## src/rtl/mem_pkg.sv

```systemverilog
// Shared definitions for the memory responder: FSM states and address legality rules.
package mem_pkg;

    typedef enum logic [1:0] {
        IDLE = 2'd0,
        WAIT = 2'd1,
        RESP = 2'd2
    } state_t;

    // Byte addresses select a word through bits [DEPTH_LOG2+WORD_LSB-1:WORD_LSB].
    localparam int unsigned WORD_LSB   = 2;
    localparam int unsigned MAX_ADDR_W = 64;

    function automatic logic is_aligned(input logic [MAX_ADDR_W-1:0] addr);
        return addr[WORD_LSB-1:0] == '0;
    endfunction

    function automatic logic in_range(input logic [MAX_ADDR_W-1:0] addr,
                                      input int unsigned depth_log2);
        return (addr >> (depth_log2 + WORD_LSB)) == '0;
    endfunction

endpackage

```

## src/rtl/mem_responder_if.sv

```systemverilog
// Request/response bus between the main controller and the memory responder.
interface mem_responder_if #(
    parameter int unsigned DATA_W = 32,
    parameter int unsigned ADDR_W = 32
);
    logic              req_valid;
    logic              req_we;
    logic [ADDR_W-1:0] req_addr;
    logic [DATA_W-1:0] req_wdata;
    logic              req_ready;
    logic              rsp_valid;
    logic [DATA_W-1:0] rsp_rdata;
    logic              rsp_err;
    logic              busy;

    modport master (
        output req_valid, req_we, req_addr, req_wdata,
        input  req_ready, rsp_valid, rsp_rdata, rsp_err, busy
    );

    modport slave (
        input  req_valid, req_we, req_addr, req_wdata,
        output req_ready, rsp_valid, rsp_rdata, rsp_err, busy
    );
endinterface

```

## src/rtl/mem_array.sv

```systemverilog
// Single-port word storage: synchronous write, asynchronous read by word index.
module mem_array #(
    parameter int unsigned DATA_W     = 32,
    parameter int unsigned DEPTH_LOG2 = 6
) (
    input  logic                  clk,
    input  logic                  we,
    input  logic [DEPTH_LOG2-1:0] idx,
    input  logic [DATA_W-1:0]     wdata,
    output logic [DATA_W-1:0]     rdata
);
    logic [DATA_W-1:0] mem [2**DEPTH_LOG2];

    always_ff @(posedge clk) begin
        if (we) begin
            mem[idx] <= wdata;
        end
    end

    assign rdata = mem[idx];
endmodule

```

## src/rtl/mem_responder.sv

```systemverilog
// Memory responder: accepts one request at a time, inserts WAIT_CYCLES wait states,
// then commits the access and pulses a one-cycle response.
module mem_responder
    import mem_pkg::*;
#(
    parameter int unsigned DATA_W      = 32,
    parameter int unsigned ADDR_W      = 32,
    parameter int unsigned DEPTH_LOG2  = 6,
    parameter int unsigned WAIT_CYCLES = 2
) (
    input  logic            clk,
    input  logic            reset,
    mem_responder_if.slave  bus
);
    localparam int unsigned CW = (WAIT_CYCLES > 0) ? $clog2(WAIT_CYCLES + 1) : 1;

    state_t            state;
    logic [CW-1:0]     cnt;
    logic              we_q;
    logic [ADDR_W-1:0] addr_q;
    logic [DATA_W-1:0] wdata_q;

    logic                  commit;
    logic                  c_we;
    logic [ADDR_W-1:0]     c_addr;
    logic [DATA_W-1:0]     c_wdata;
    logic                  c_legal;
    logic [DEPTH_LOG2-1:0] c_idx;
    logic                  arr_we;
    logic [DATA_W-1:0]     arr_rdata;

    assign bus.req_ready = (state == IDLE);

    // With zero wait states the commit edge is the accept edge, so the live
    // request fields feed the array instead of the not-yet-latched copies.
    always_comb begin
        if (state == IDLE) begin
            c_we    = bus.req_we;
            c_addr  = bus.req_addr;
            c_wdata = bus.req_wdata;
            commit  = bus.req_valid && (WAIT_CYCLES == 0);
        end else begin
            c_we    = we_q;
            c_addr  = addr_q;
            c_wdata = wdata_q;
            commit  = (state == WAIT) && (cnt == CW'(1));
        end
        c_legal = is_aligned(MAX_ADDR_W'(c_addr)) && in_range(MAX_ADDR_W'(c_addr), DEPTH_LOG2);
        c_idx   = c_addr[DEPTH_LOG2+WORD_LSB-1:WORD_LSB];
        arr_we  = commit && c_we && c_legal && !reset;
    end

    mem_array #(
        .DATA_W     (DATA_W),
        .DEPTH_LOG2 (DEPTH_LOG2)
    ) u_array (
        .clk   (clk),
        .we    (arr_we),
        .idx   (c_idx),
        .wdata (c_wdata),
        .rdata (arr_rdata)
    );

    always_ff @(posedge clk) begin
        if (reset) begin
            state         <= IDLE;
            cnt           <= '0;
            we_q          <= 1'b0;
            addr_q        <= '0;
            wdata_q       <= '0;
            bus.rsp_valid <= 1'b0;
            bus.rsp_rdata <= '0;
            bus.rsp_err   <= 1'b0;
            bus.busy      <= 1'b0;
        end else begin
            bus.rsp_valid <= 1'b0;
            if (commit) begin
                bus.rsp_valid <= 1'b1;
                bus.rsp_err   <= !c_legal;
                if (!c_legal) begin
                    bus.rsp_rdata <= '0;
                end else if (!c_we) begin
                    bus.rsp_rdata <= arr_rdata;
                end
            end

            case (state)
                IDLE: begin
                    if (bus.req_valid) begin
                        we_q     <= bus.req_we;
                        addr_q   <= bus.req_addr;
                        wdata_q  <= bus.req_wdata;
                        cnt      <= CW'(WAIT_CYCLES);
                        bus.busy <= 1'b1;
                        state    <= (WAIT_CYCLES > 0) ? WAIT : RESP;
                    end
                end
                WAIT: begin
                    cnt <= cnt - 1'b1;
                    if (cnt == CW'(1)) begin
                        state <= RESP;
                    end
                end
                RESP: begin
                    bus.busy <= 1'b0;
                    state    <= IDLE;
                end
                default: begin
                    bus.busy <= 1'b0;
                    state    <= IDLE;
                end
            endcase
        end
    end
endmodule

```

## src/flat_wrapper.sv

```systemverilog
// flat-port wrapper written by rule: the top's interface ports become plain ports
module mem_responder_flat import mem_pkg::*;
#(
    parameter int unsigned DATA_W      = 32,
    parameter int unsigned ADDR_W      = 32,
    parameter int unsigned DEPTH_LOG2  = 6,
    parameter int unsigned WAIT_CYCLES = 2
)
  (clk, reset, bus_req_valid, bus_req_we, bus_req_addr, bus_req_wdata, bus_req_ready, bus_rsp_valid, bus_rsp_rdata, bus_rsp_err, bus_busy);
  mem_responder_if #(.DATA_W(DATA_W), .ADDR_W(ADDR_W)) bus_i ();
  input  logic clk;
  input  logic reset;
  input wire logic [$bits(bus_i.req_valid)-1:0] bus_req_valid;
  input wire logic [$bits(bus_i.req_we)-1:0] bus_req_we;
  input wire logic [$bits(bus_i.req_addr)-1:0] bus_req_addr;
  input wire logic [$bits(bus_i.req_wdata)-1:0] bus_req_wdata;
  output wire logic [$bits(bus_i.req_ready)-1:0] bus_req_ready;
  output wire logic [$bits(bus_i.rsp_valid)-1:0] bus_rsp_valid;
  output wire logic [$bits(bus_i.rsp_rdata)-1:0] bus_rsp_rdata;
  output wire logic [$bits(bus_i.rsp_err)-1:0] bus_rsp_err;
  output wire logic [$bits(bus_i.busy)-1:0] bus_busy;
  assign bus_i.req_valid = bus_req_valid;
  assign bus_i.req_we = bus_req_we;
  assign bus_i.req_addr = bus_req_addr;
  assign bus_i.req_wdata = bus_req_wdata;
  assign bus_req_ready = bus_i.req_ready;
  assign bus_rsp_valid = bus_i.rsp_valid;
  assign bus_rsp_rdata = bus_i.rsp_rdata;
  assign bus_rsp_err = bus_i.rsp_err;
  assign bus_busy = bus_i.busy;
  mem_responder #(.DATA_W(DATA_W), .ADDR_W(ADDR_W), .DEPTH_LOG2(DEPTH_LOG2), .WAIT_CYCLES(WAIT_CYCLES)) u_core (.clk(clk), .reset(reset), .bus(bus_i));
endmodule
```

## config.mk

```make
export PLATFORM = sky130hd
export DESIGN_NAME = mem_responder_flat
export DESIGN_NICKNAME = d
export VERILOG_FILES = /design/src/rtl/mem_pkg.sv /design/src/rtl/mem_responder_if.sv /design/src/rtl/mem_array.sv /design/src/rtl/mem_responder.sv /design/src/flat_wrapper.sv
export SDC_FILE = /design/constraint.sdc
export NUM_CORES = 2
export LEC_CHECK = 0
export CORE_ASPECT_RATIO = 0.9
export CORE_MARGIN = 3
export CORE_UTILIZATION = 45
export CTS_BUF_LIST = sky130_fd_sc_hd__clkbuf_8
export DETAILED_ROUTE_END_ITERATION = 6
export SYNTH_ARGS = -nofsm -noshare
export SYNTH_HDL_FRONTEND = slang
export SYNTH_SLANG_ARGS = --single-unit
```

## constraint.sdc

```tcl
create_clock -name clk -period 4.95 [get_ports clk]
set_input_delay 0.99 -clock clk [delete_from_list [all_inputs] [get_ports clk]]
set_output_delay 0.99 -clock clk [all_outputs]
set_load 0.01 [all_outputs]
```

==> summary.txt <==
DRT iter0 DRCs = 8788
CTS Buffer Depth = 4
pre-CTS setup slack = 73.4 ps
Critical Path Sink Type = output port
clk_lat worst skew = 1070 ps
fin crit period = 4290 ps
combinational share of power = 9.2%
R2R cell count = 10
Synth Area in Compound Gates = 10.5%
Sink Count = 2152
crit path kind = flop to output port
Post-CTS Setup Inserts = 0
Fin Clk Skew = 81.5 ps
largest net degree at the start of global routing = 69
placed insts = 7938
Internal Pwr Total = 0.0281 W
leakage power = 31.4 nW
vias per inst = 6.35
Yosys warnings = 0
CP Launch Type = flop
setup violators final = 0
largest family of logic cells by synthesized area = compound AO/OA/AOI/OAI gates
PortBufs = 103
share of layout cells above drive strength 1 = 15.9%
Synth Flop Type = edfxtp_1
DRC violation count after routing = 0
critical path, cell by cell = or2_2 -> inv_4 -> buf_4 -> clkdlybuf4s50_1
Final WS setup = 662 ps
Seq/Total Area, Yosys = 78.8%
drt pass-1 iters = 6
r2r startpoint = u_core.state[1]
setup_tns = 0 ps
cell family with most CP delay = buffers and inverters
fin area = 94300 um2
Slew @ Worst Pin = 1460 ps
CTS Buf Count = 350
FILL cells = 14.5k
relative slew slack = 2.64%
Hold Buf Count CTS = 0
Period Utilization, post-route = 86.6%
pwr dens = 399 nW/um2
#FFs+latches synth = 2152
VDD IR-drop max = 0.256 mV
Root Buffer Master = clkbuf_8
Synth Area in Simple Gates = 7.78%
crit path max fanout = 35
Initial Util = 45.6%
CP bufs+invs = 3
CTS H-tree depth = 5
DRT Wirelength = 284000 um
Data required, critical path = 3960 ps
unique cell type count in the Yosys netlist = 79
die footprint = 184000 um2
initial antenna violation count = 10
post-cts gate resize count = 0
HPWL after DPL = 172000 um
syn avg cell area = 15.0 um2
Async SR Flop Fraction = 0%
slowest CP cell = clkdlybuf4s50_1
nets@finish = 5991
Slew Viols, Final = 0
Final Non-Filler Cells = 8553
Area after DPL = 88200 um2
GRT Util Overall = 30.1%
Synth Area in Adders = 0.0155%
Post-Synthesis Cells = 5375
sw power = 0.00948 W
critical path arrival = 3300 ps
final hold violations = 0
ANT nets after route = 0
vias in the first global route = 50.8k
Die Y = 408 um
HP Start = reset
Sw Share = 25.2%
FF-to-FF setup slack = 740 ps
average wire per standard cell = 33.2 um
max incr delay on CP = 650 ps
global-route wire length before repair = 393000 um
std cell rows = 146
FMAX = 0.233 GHz
Post-synth EDFFs = 2048
die width = 452 um
WHS Path Cells = 2
Hold EP = u_core.addr_q[4]
RSZ-0062 raised after global routing = no
Critical Path Start = u_core.state[1]
max_cap viols = 0
mux contribution to synthesized area = 0.992%
total grt overflow = 0
total core area = 177000 um2
gp weighted congestion = 0.923
clk slew on worst S/H paths = 60 ps
area of the mapped netlist = 80700 um2
Area growth syn-to-layout = 16.8%
worst hold path class = input pin to flop
post-synthesis xor/xnor area fraction = 0%
CTS tree = built
RR Endpoint = u_core.bus.rsp_rdata[25]
status = complete, no violations
Synth Net Count = 5444
share of power burned in registers = 53.8%
vias = 54.3k
clock power share = 36.9%
I/O pin cnt = 104
==> flip-flops by register name (all words and copies together), names as in the netlist <==
signal and flops:
u_core.state 2, u_core.bus.rsp_valid 1, u_core.we_q 1, u_core.u_array.mem 2048, u_core.bus.rsp_rdata 32, u_core.bus.rsp_err 1, u_core.wdata_q 32, u_core.bus.busy 1
u_core.cnt 2, u_core.addr_q 32
==> power groups by stage <==
| stage | clock [W] | combinational (W) | sequential [W] |
|---|---|---|---|
| 3_3_place_gp | 0 | 0.00331 | 0.0206 |
| 2_1_floorplan | 0 | 0.00160 | 0.0206 |
| 6_report | 0.0139 | 0.00348 | 0.0202 |
| 4_1_cts | 0.0140 | 0.00336 | 0.0202 |
| 3_5_place_dp | 0 | 0.00336 | 0.0206 |
| 5_1_grt | 0.0148 | 0.00358 | 0.0202 |
==> worst max path at each step <==
stage                                end  slack, ps  cells past startpoint
2_1_floorplan  u_core.u_array.mem[17][0]        690                      7
3_3_place_gp    u_core.bus.rsp_rdata[25]         70                     10
3_5_place_dp    u_core.bus.rsp_rdata[25]         70                     10
4_1_cts                    bus_req_ready        620                      4
5_1_grt                    bus_req_ready        530                      4
6_report                   bus_req_ready        660                      4
==> layout by cell type (no fill, tap or decap), types with 13 or more instances in the layout <==
| cell type | n |
|---|---|
| a211oi_1 | 22 |
| a21oi_1 | 378 |
| a221oi_1 | 15 |
| a31oi_1 | 81 |
| a32o_1 | 33 |
| a32oi_1 | 157 |
| and3_1 | 23 |
| buf_12 | 88 |
| buf_4 | 345 |
| clkbuf_8 | 368 |
| clkdlybuf4s50_1 | 102 |
| clkinv_1 | 57 |
| clkinv_2 | 24 |
| dfxtp_1 | 104 |
| edfxtp_1 | 2048 |
| inv_1 | 149 |
| mux2i_1 | 69 |
| nand2_1 | 982 |
| nand2_2 | 38 |
| nand3_1 | 72 |
| nor2_1 | 205 |
| nor2_4 | 64 |
| nor3_1 | 41 |
| nor4_1 | 49 |
| o211ai_1 | 14 |
| o21ai_0 | 19 |
| o221ai_1 | 19 |
| o22a_1 | 29 |
| o22ai_1 | 408 |
| o31ai_1 | 13 |
==> cells by family (layout without fill, tap and decap cells) <==
kind of cell,Yosys count,count (layout)
flip-flops,2152,2152
multiplexers,78,78
other,0,9
AND/OR/NAND/NOR,1531,1531
adder cells (fa/ha/maj),1,1
buffers and inverters,347,1148
AO/OA/AOI/OAI,1266,1266
==> routing by layer <==
layer | global-route usage, % | wire, um
met1 | 43.4 | 109000
met2 | 45.0 | 126000
met3 | 7.03 | 38000
met4 | 10.2 | 10400
met5 | 0 | 40
==> Yosys cell counts, drive strengths merged (33+ instances only) <==
| master | number | share of area, % |
|---|---|---|
| nor4 | 51 | 0.41 |
| nand2 | 1023 | 4.8 |
| nand3 | 72 | 0.45 |
| a21oi | 379 | 2.4 |
| dfxtp | 104 | 2.6 |
| a32o | 33 | 0.41 |
| nor3 | 41 | 0.25 |
| buf | 238 | 1.5 |
| o22ai | 408 | 3.2 |
| clkbuf | 103 | 0.48 |
| nor2 | 272 | 1.3 |
| a32oi | 157 | 1.7 |
| mux2i | 72 | 0.91 |
| a31oi | 82 | 0.64 |
| edfxtp | 2048 | 76 |
==> per-stage QoR <==
stage,power (W),hold slack (ps),utilization (%)
6_report,0.0376,310,53.3
5_1_grt,0.0386,268,53.3
4_1_cts,0.0376,224,53.3
3_5_place_dp,0.0240,446,49.8
3_3_place_gp,0.0239,441,49.8
2_1_floorplan,0.0222,436,-
==> final cells by class <==
cell class	instances	area, um2	area share (%)
multi-input cells	2876	16200	17.2
clock buffers	368	5060	5.37
flip-flops and latches	2152	63600	67.4
clock inverters	238	1040	1.10
well taps	2368	2960	3.14
diodes	9	22.5	0.0239
inverters	6	25.0	0.0265
repair buffers	536	5380	5.70
Note: power is estimated with default switching activity, not from simulation.
